[src/rtl/mem_lsu.sv]
// Memory stage: store buffer drained over a req/gnt port, loads with hazard wait against
// buffered stores, sub-word alignment/extension, and a registered MEM/WB result.
module mem_lsu #(
   parameter int ADDR_W   = 32,
   parameter int SB_DEPTH = 4
) (
   input  logic              i_clk,
   input  logic              i_rst,
   input  logic              i_vld,
   output logic              o_rdy,
   input  logic [2:0]        i_opsel,
   input  logic              i_ren,
   input  logic              i_wen,
   input  logic [ADDR_W-1:0] i_addr,
   input  logic [31:0]       i_wdata,
   input  logic [31:0]       i_res,
   input  logic [4:0]        i_rd_waddr,
   input  logic              i_rd_wen,
   output logic              o_dmem_req,
   input  logic              i_dmem_gnt,
   output logic              o_dmem_wen,
   output logic [ADDR_W-1:0] o_dmem_addr,
   output logic [31:0]       o_dmem_wdata,
   output logic [3:0]        o_dmem_mask,
   input  logic              i_dmem_rvld,
   input  logic [31:0]       i_dmem_rdata,
   output logic              o_vld,
   output logic [31:0]       o_res,
   output logic [4:0]        o_rd_waddr,
   output logic              o_rd_wen,
   output logic              o_exc,
   output logic              o_sb_empty
);

   localparam int PTR_W = $clog2(SB_DEPTH);
   localparam int CNT_W = PTR_W + 1;
   localparam int WA_W  = ADDR_W - 2;

   typedef enum logic [1:0] {IDLE, LD_HAZ, LD_REQ, LD_WAIT} state_t;

   function automatic logic [3:0] st_mask(input logic [2:0] op, input logic [1:0] a);
      logic [3:0] m;
      case (op[1:0])
         2'b00:   m = 4'b0001 << a;
         2'b01:   m = 4'b0011 << a;
         default: m = 4'b1111;
      endcase
      return m;
   endfunction

   // Misaligned, unsupported funct3, or both load and store requested.
   function automatic logic op_exc(input logic ren, input logic wen,
                                   input logic [2:0] op, input logic [1:0] a);
      logic e;
      if (ren && wen)        e = 1'b1;
      else if (!ren && !wen) e = 1'b0;
      else begin
         case (op)
            3'b000:  e = 1'b0;
            3'b001:  e = a[0];
            3'b010:  e = (a != 2'b00);
            3'b100:  e = wen;
            3'b101:  e = wen | a[0];
            default: e = 1'b1;
         endcase
      end
      return e;
   endfunction

   function automatic logic [31:0] ld_align(input logic [31:0] w, input logic [2:0] op,
                                            input logic [1:0] a);
      logic [31:0] s;
      logic [31:0] r;
      s = w >> {a, 3'b000};
      case (op)
         3'b000:  r = {{24{s[7]}}, s[7:0]};
         3'b100:  r = {24'd0, s[7:0]};
         3'b001:  r = {{16{s[15]}}, s[15:0]};
         3'b101:  r = {16'd0, s[15:0]};
         default: r = s;
      endcase
      return r;
   endfunction

   state_t             state_q, state_d;
   logic [CNT_W-1:0]   sb_count_q, sb_count_d;
   logic [PTR_W-1:0]   sb_wptr_q, sb_wptr_d;
   logic [PTR_W-1:0]   sb_rptr_q, sb_rptr_d;
   logic [SB_DEPTH-1:0] sb_vld_q, sb_vld_d;
   logic [WA_W-1:0]    sb_addr_q [SB_DEPTH];
   logic [WA_W-1:0]    sb_addr_d [SB_DEPTH];
   logic [3:0]         sb_mask_q [SB_DEPTH];
   logic [3:0]         sb_mask_d [SB_DEPTH];
   logic [31:0]        sb_data_q [SB_DEPTH];
   logic [31:0]        sb_data_d [SB_DEPTH];

   logic [ADDR_W-1:0]  ld_addr_q, ld_addr_d;
   logic [2:0]         ld_op_q, ld_op_d;
   logic [4:0]         ld_rd_waddr_q, ld_rd_waddr_d;
   logic               ld_rd_wen_q, ld_rd_wen_d;

   logic               vld_q, vld_d;
   logic [31:0]        res_q, res_d;
   logic [4:0]         rd_waddr_q, rd_waddr_d;
   logic               rd_wen_q, rd_wen_d;
   logic               exc_q, exc_d;

   logic acc, acc_exc, enq, pop, hazard, ld_issue, sb_head_vld;

   assign o_rdy       = (state_q == IDLE) && (sb_count_q != CNT_W'(SB_DEPTH));
   assign acc         = i_vld & o_rdy;
   assign acc_exc     = op_exc(i_ren, i_wen, i_opsel, i_addr[1:0]);
   assign sb_head_vld = (sb_count_q != '0);
   assign o_sb_empty  = ~sb_head_vld;
   assign enq         = acc & i_wen & ~i_ren & ~acc_exc;
   assign pop         = sb_head_vld & ~ld_issue & i_dmem_gnt;

   always_comb begin
      hazard = 1'b0;
      for (int i = 0; i < SB_DEPTH; i++) begin
         if (sb_vld_q[i] && (sb_addr_q[i] == ld_addr_q[ADDR_W-1:2])) hazard = 1'b1;
      end
   end

   // A hazard-free load requests straight from LD_HAZ so the minimum latency holds.
   always_comb begin
      state_d  = state_q;
      ld_issue = 1'b0;
      case (state_q)
         IDLE: begin
            if (acc && i_ren && !i_wen && !acc_exc) state_d = LD_HAZ;
         end
         LD_HAZ: begin
            if (!hazard) begin
               ld_issue = 1'b1;
               state_d  = i_dmem_gnt ? LD_WAIT : LD_REQ;
            end
         end
         LD_REQ: begin
            ld_issue = 1'b1;
            if (i_dmem_gnt) state_d = LD_WAIT;
         end
         LD_WAIT: begin
            if (i_dmem_rvld) state_d = IDLE;
         end
         default: state_d = IDLE;
      endcase
   end

   always_comb begin
      o_dmem_req   = ld_issue | sb_head_vld;
      o_dmem_wen   = ~ld_issue & sb_head_vld;
      o_dmem_addr  = '0;
      o_dmem_mask  = 4'b0000;
      o_dmem_wdata = '0;
      if (ld_issue) begin
         o_dmem_addr = {ld_addr_q[ADDR_W-1:2], 2'b00};
         o_dmem_mask = 4'b1111;
      end else if (sb_head_vld) begin
         o_dmem_addr  = {sb_addr_q[sb_rptr_q], 2'b00};
         o_dmem_mask  = sb_mask_q[sb_rptr_q];
         o_dmem_wdata = sb_data_q[sb_rptr_q];
      end
   end

   always_comb begin
      sb_addr_d  = sb_addr_q;
      sb_mask_d  = sb_mask_q;
      sb_data_d  = sb_data_q;
      sb_vld_d   = sb_vld_q;
      sb_wptr_d  = sb_wptr_q;
      sb_rptr_d  = sb_rptr_q;
      sb_count_d = sb_count_q;
      if (pop) begin
         sb_vld_d[sb_rptr_q] = 1'b0;
         sb_rptr_d           = sb_rptr_q + PTR_W'(1);
      end
      if (enq) begin
         sb_vld_d[sb_wptr_q]  = 1'b1;
         sb_addr_d[sb_wptr_q] = i_addr[ADDR_W-1:2];
         sb_mask_d[sb_wptr_q] = st_mask(i_opsel, i_addr[1:0]);
         sb_data_d[sb_wptr_q] = i_wdata << {i_addr[1:0], 3'b000};
         sb_wptr_d            = sb_wptr_q + PTR_W'(1);
      end
      case ({enq, pop})
         2'b10:   sb_count_d = sb_count_q + CNT_W'(1);
         2'b01:   sb_count_d = sb_count_q - CNT_W'(1);
         default: sb_count_d = sb_count_q;
      endcase
   end

   always_comb begin
      ld_addr_d     = ld_addr_q;
      ld_op_d       = ld_op_q;
      ld_rd_waddr_d = ld_rd_waddr_q;
      ld_rd_wen_d   = ld_rd_wen_q;
      vld_d         = 1'b0;
      res_d         = '0;
      rd_waddr_d    = '0;
      rd_wen_d      = 1'b0;
      exc_d         = 1'b0;
      if (state_q == LD_WAIT && i_dmem_rvld) begin
         vld_d      = 1'b1;
         res_d      = ld_align(i_dmem_rdata, ld_op_q, ld_addr_q[1:0]);
         rd_waddr_d = ld_rd_waddr_q;
         rd_wen_d   = ld_rd_wen_q;
      end else if (acc) begin
         if (acc_exc) begin
            vld_d      = 1'b1;
            exc_d      = 1'b1;
            rd_waddr_d = i_rd_waddr;
         end else if (i_ren) begin
            ld_addr_d     = i_addr;
            ld_op_d       = i_opsel;
            ld_rd_waddr_d = i_rd_waddr;
            ld_rd_wen_d   = i_rd_wen;
         end else if (i_wen) begin
            vld_d      = 1'b1;
            rd_waddr_d = i_rd_waddr;
         end else begin
            vld_d      = 1'b1;
            res_d      = i_res;
            rd_waddr_d = i_rd_waddr;
            rd_wen_d   = i_rd_wen;
         end
      end
   end

   always_ff @(posedge i_clk or posedge i_rst) begin
      if (i_rst) begin
         state_q       <= IDLE;
         sb_count_q    <= '0;
         sb_wptr_q     <= '0;
         sb_rptr_q     <= '0;
         sb_vld_q      <= '0;
         ld_addr_q     <= '0;
         ld_op_q       <= '0;
         ld_rd_waddr_q <= '0;
         ld_rd_wen_q   <= 1'b0;
         vld_q         <= 1'b0;
         res_q         <= '0;
         rd_waddr_q    <= '0;
         rd_wen_q      <= 1'b0;
         exc_q         <= 1'b0;
      end else begin
         state_q       <= state_d;
         sb_count_q    <= sb_count_d;
         sb_wptr_q     <= sb_wptr_d;
         sb_rptr_q     <= sb_rptr_d;
         sb_vld_q      <= sb_vld_d;
         ld_addr_q     <= ld_addr_d;
         ld_op_q       <= ld_op_d;
         ld_rd_waddr_q <= ld_rd_waddr_d;
         ld_rd_wen_q   <= ld_rd_wen_d;
         vld_q         <= vld_d;
         res_q         <= res_d;
         rd_waddr_q    <= rd_waddr_d;
         rd_wen_q      <= rd_wen_d;
         exc_q         <= exc_d;
      end
   end

   // Entry payloads are qualified by sb_vld_q / sb_count_q, so they need no reset.
   always_ff @(posedge i_clk) begin
      sb_addr_q <= sb_addr_d;
      sb_mask_q <= sb_mask_d;
      sb_data_q <= sb_data_d;
   end

   assign o_vld      = vld_q;
   assign o_res      = res_q;
   assign o_rd_waddr = rd_waddr_q;
   assign o_rd_wen   = rd_wen_q;
   assign o_exc      = exc_q;

endmodule
[config.mk]
export PLATFORM = sky130hd
export DESIGN_NAME = mem_lsu
export DESIGN_NICKNAME = d
export VERILOG_FILES = /design/src/rtl/mem_lsu.sv
export SDC_FILE = /design/constraint.sdc
export NUM_CORES = 1
export LEC_CHECK = 0
export BUFFER_PORTS_ARGS = -buffer_cell sky130_fd_sc_hd__buf_4
export CORE_MARGIN = 3
export CORE_UTILIZATION = 57
export CTS_CLUSTER_SIZE = 10
export DETAILED_ROUTE_END_ITERATION = 12
export GPL_TIMING_DRIVEN = 0
export PLACE_DENSITY = 0.85
export SLEW_MARGIN = 15
export SYNTH_ARGS = -nofsm -noshare
export SYNTH_HDL_FRONTEND = slang
export SYNTH_SLANG_ARGS = --single-unit
[constraint.sdc]
create_clock -name i_clk -period 4.5 [get_ports i_clk]
set_clock_uncertainty 0.2 [all_clocks]
set_input_delay 0 -clock i_clk [delete_from_list [all_inputs] [get_ports i_clk]]
set_output_delay 0 -clock i_clk [all_outputs]
set_load 0.05 [all_outputs]
==> flow_summary_export.csv <==
group,metric,value,unit
run_status,status,"finished, final reports clean",
setup_path,reg2regPathDepth,11,
global_route,antenna_found_initial,0,
setup_path,cp_slowest_stage_delay,0.56,ns
setup_path,cp-start-kind,"flop",
global_route,grt_use_total,33.4,%
run,max_cap_violations,0,
die,ios,256,
worst_hold_path,min_to,"sb_data_q[92]",
setup_path,cp_top_family,"compound AO/OA/AOI/OAI gates",
die,die-area,31200,µm²
die,initial_core_util,58.8,%
final_layout,area_growth,32.0,%
setup_path,crit_buf_inv,4,
placement,port_buffers,253,
clock_tree,cts_inserted_buffers,42,
timing,max_freq,241,MHz
synthesis,ys_seq_area_share,61.9,%
timing,tns,0,ns
setup_path,arrival,3.96,ns
setup_path,crit_type,"flop to output port",
timing,worst_pin_slew,1.04,ns
timing,hold_viol_final,0,
synthesis,netlist_top_cells_area,"edfxtp_1, dfrtp_1, mux4_2",
setup_path,endpoint_kind,"output port",
detailed_routing,wl_met1,18000,µm
synthesis,async_flop_share,26.3,%
global_route,grt_max_degree,55,
timing,relSlewSlack,30.5,%
detailed_routing,wirelength,51700,µm
global_route,gr-total-overflow,0,
timing,setup_slack,0.343,ns
timing,setup-violations-final,0,
clock_tree,clk_pin_slew,0.05,ns
synthesis,synth_cell_types,45,
synthesis,yosysTopAreaCellShare,47.8,%
setup_path,reg2reg_setup_slack,0.47,ns
worst_hold_path,hold_path_depth,4,
detailed_routing,drt_iter0_drc,1494,
synthesis,synth.cell_area,16600,µm²
detailed_routing,highest_layer,"met4",
placement,pre_cts_slack,0.609,ns
synthesis,synthFlopType,"edfxtp_1",
pwr,pwr_density_cell,719,nW/µm²
pwr,ir_worst_vdd,562,µV
clock_tree,clockBufferDepth,3,
global_route,grt_pass1_vias,13729,
synthesis,synth_area_per_cell,13.7,µm²
clock_tree,htreeDepth,2,
timing,rsz0062_at_grt,"false",
synthesis,synth_edf_count,264,
clock_tree,root_buffer,"clkbuf_16",
global_route,grt_pass1_wl,78900,µm
clock_tree,cts.sinks,358,
die,die_height,177,µm
timing,min_period_over_period,92.4,%
synthesis,ys_ff_latch,358,
final_layout,fin_nets,1835,
pwr,p_total,15.7,mW
setup_path,critPathMostFrequentCell,"buf_4",
final_layout,antennaDiodeCount,0,
die,die_w,177,µm
worst_hold_path,hold_class,"input port to flop",
placement,place_congestion,0.971,
final_layout,drive_above_1_share,26.2,%
setup_path,crit_path_top_delay_cell,"a32oi_4",
detailed_routing,via_per_inst,6.21,
synthesis,synth.largest_area_cell,"edfxtp_1",
setup_path,r2r-start,"state_q[0]",
placement,dpl.hpwl,32500,µm
synthesis,synth_cells,1215,
clock_tree,worstSkewPairLatency,0.53,ns
detailed_routing,wl_per_cell,24.8,µm
worst_hold_path,min_from,"i_wdata[28]",
pwr,cellLeakagePower,8.55,nW
setup_path,r2r-end,"o_res[22]",
die,coreArea,28200,µm²
setup_path,cp.required,4.30,ns
timing,min_period,4.16,ns
setup_path,path_cells,"buf_2 -> xnor2_1 -> nand4_1 -> nor4_1 -> a22oi_1 -> a32oi_4 -> clkbuf_2 -> buf_4 -> nand3_1 -> o21ai_0 -> buf_4",
detailed_routing,wl_met3,5350,µm
clock_tree,cts_tree,"done",
detailed_routing,drtAntennaViolNets,0,
detailed_routing,post-route-drc-count,0,
detailed_routing,met2_length,25400,µm
detailed_routing,vias,12950,
synthesis,yosys_warnings,0,
timing,slew_viol_final,0,
die,num_rows,61,
setup_path,crit_fanout,10,
detailed_routing,drt_pass1_iterations,6,
[cell usage after synthesis, types with 14 or more instances]
| cell | n |
|---|---|
| a21oi_1 | 39 |
| and3_1 | 33 |
| buf_2 | 40 |
| clkbuf_1 | 45 |
| dfrtp_1 | 94 |
| edfxtp_1 | 264 |
| ha_1 | 14 |
| inv_1 | 50 |
| mux2_2 | 20 |
| mux2i_1 | 33 |
| mux4_2 | 66 |
| nand2_1 | 100 |
| nand3_1 | 35 |
| nand4_1 | 28 |
| nor2_1 | 20 |
| o21ai_0 | 112 |
| xnor2_1 | 123 |
[power breakdown]
| part | internal [mW] | total, mW | switching, mW |
|---|---|---|---|
| logic | 2.92 | 8.70 | 5.77 |
| clock network | 1.78 | 3.04 | 1.26 |
| registers | 3.87 | 4.01 | 0.142 |
[cell usage in the layout, fill, tap and decap left out, types with 28 or more instances in the layout]
master           n
mux2i_1         33
nand2_1        100
buf_4          257
buf_2           40
a21oi_1         39
nand4_1         28
nand3_1         35
inv_1           45
dlygate4sd3_1  158
xnor2_1        123
edfxtp_1       264
mux4_2          66
o21ai_0        112
dfrtp_1         94
clkbuf_1        74
clkbuf_16       43
and3_1          33
[registers in the layout, indices dropped and copies added (netlist names)]
signal and cells:
sb_rptr_q 2, o_exc 1, o_rd_waddr 5, state_q 2, sb_mask_q 16, ld_rd_wen_q 1
sb_wptr_q 2, sb_count_q 3, ld_rd_waddr_q 5, sb_data_q 128, sb_vld_q 4, ld_addr_q 32
o_vld 1, o_res 32, o_rd_wen 1, sb_addr_q 120, ld_op_q 3
[how the worst max path moves through the flow]
stage | start | end | slack [ns] | cells after the start
after floorplan | state_q[0] | sb_addr_q[0] | 0.26 | 8
after global placement | state_q[0] | sb_addr_q[93] | -0.31 | 8
after detailed placement | ld_addr_q[31] | sb_count_q[2] | 0.61 | 14
after CTS | ld_addr_q[31] | o_dmem_addr[28] | 0.39 | 11
after global routing | state_q[1] | o_res[22] | 0.17 | 11
final | ld_addr_q[31] | o_dmem_addr[29] | 0.34 | 11
[metal layers]
layer / vias to the layer above / track usage (%)
met5: - / 0
met4: 0 / 16.8
met3: 221 / 7.12
met2: 1018 / 55.4
met1: 6332 / 41.9
li1: 5379 / -
[worst register-to-register path: stages (launching register included)]
cell and delay (ns):
dfrtp_1 0.41, inv_1 0.15, ha_1 0.19, inv_1 0.04, a31oi_1 0.24, nand3_1 0.24, nor3_1 0.62, clkbuf_1 0.49
nand2_1 0.12, dlygate4sd3_1 0.57, o21ai_0 0.09, dlygate4sd3_1 0.60
[cells by family (layout without fill, tap and decap cells)]
group	after synthesis	after routing	synth area share, %
xor+xnor	125	125	6.60
fa+ha+maj	15	15	1.18
flops	358	358	61.9
compound gates	187	187	6.39
other cells	1	2	0.0226
simple gates	259	259	7.72
mux	120	120	12.4
buf+inv	150	641	3.79
[through the flow]
step	cells	util [%]	hold slack (ns)	area [µm²]
after floorplan	1216	-	-0.101	16600
after global placement	1847	67.2	0.00743	19000
after detailed placement	1852	67.7	-0.134	19100
after CTS	2085	77.6	0.00135	21900
after global routing	2085	77.6	0.0346	21900
final	2085	77.6	0.0102	21900
[area by class of cell]
class / count / area (µm²)
Fill cell: 1591 / 6330
Timing Repair Buffer: 416 / 3610
Clock inverter: 3 / 21.3
Tap cell: 378 / 473
Multi-Input combinational cell: 708 / 5690
Sequential cell: 358 / 10300
Inverter: 50 / 203
Clock buffer: 72 / 1180
Buffer: 100 / 442
[what timing repair did]
action                    CTS  global route
resized for setup           0             0
hold buffers              158             0
buffers inserted            0             0
hold endpoints to repair  449             0
Power figures use the tool's default switching activity.
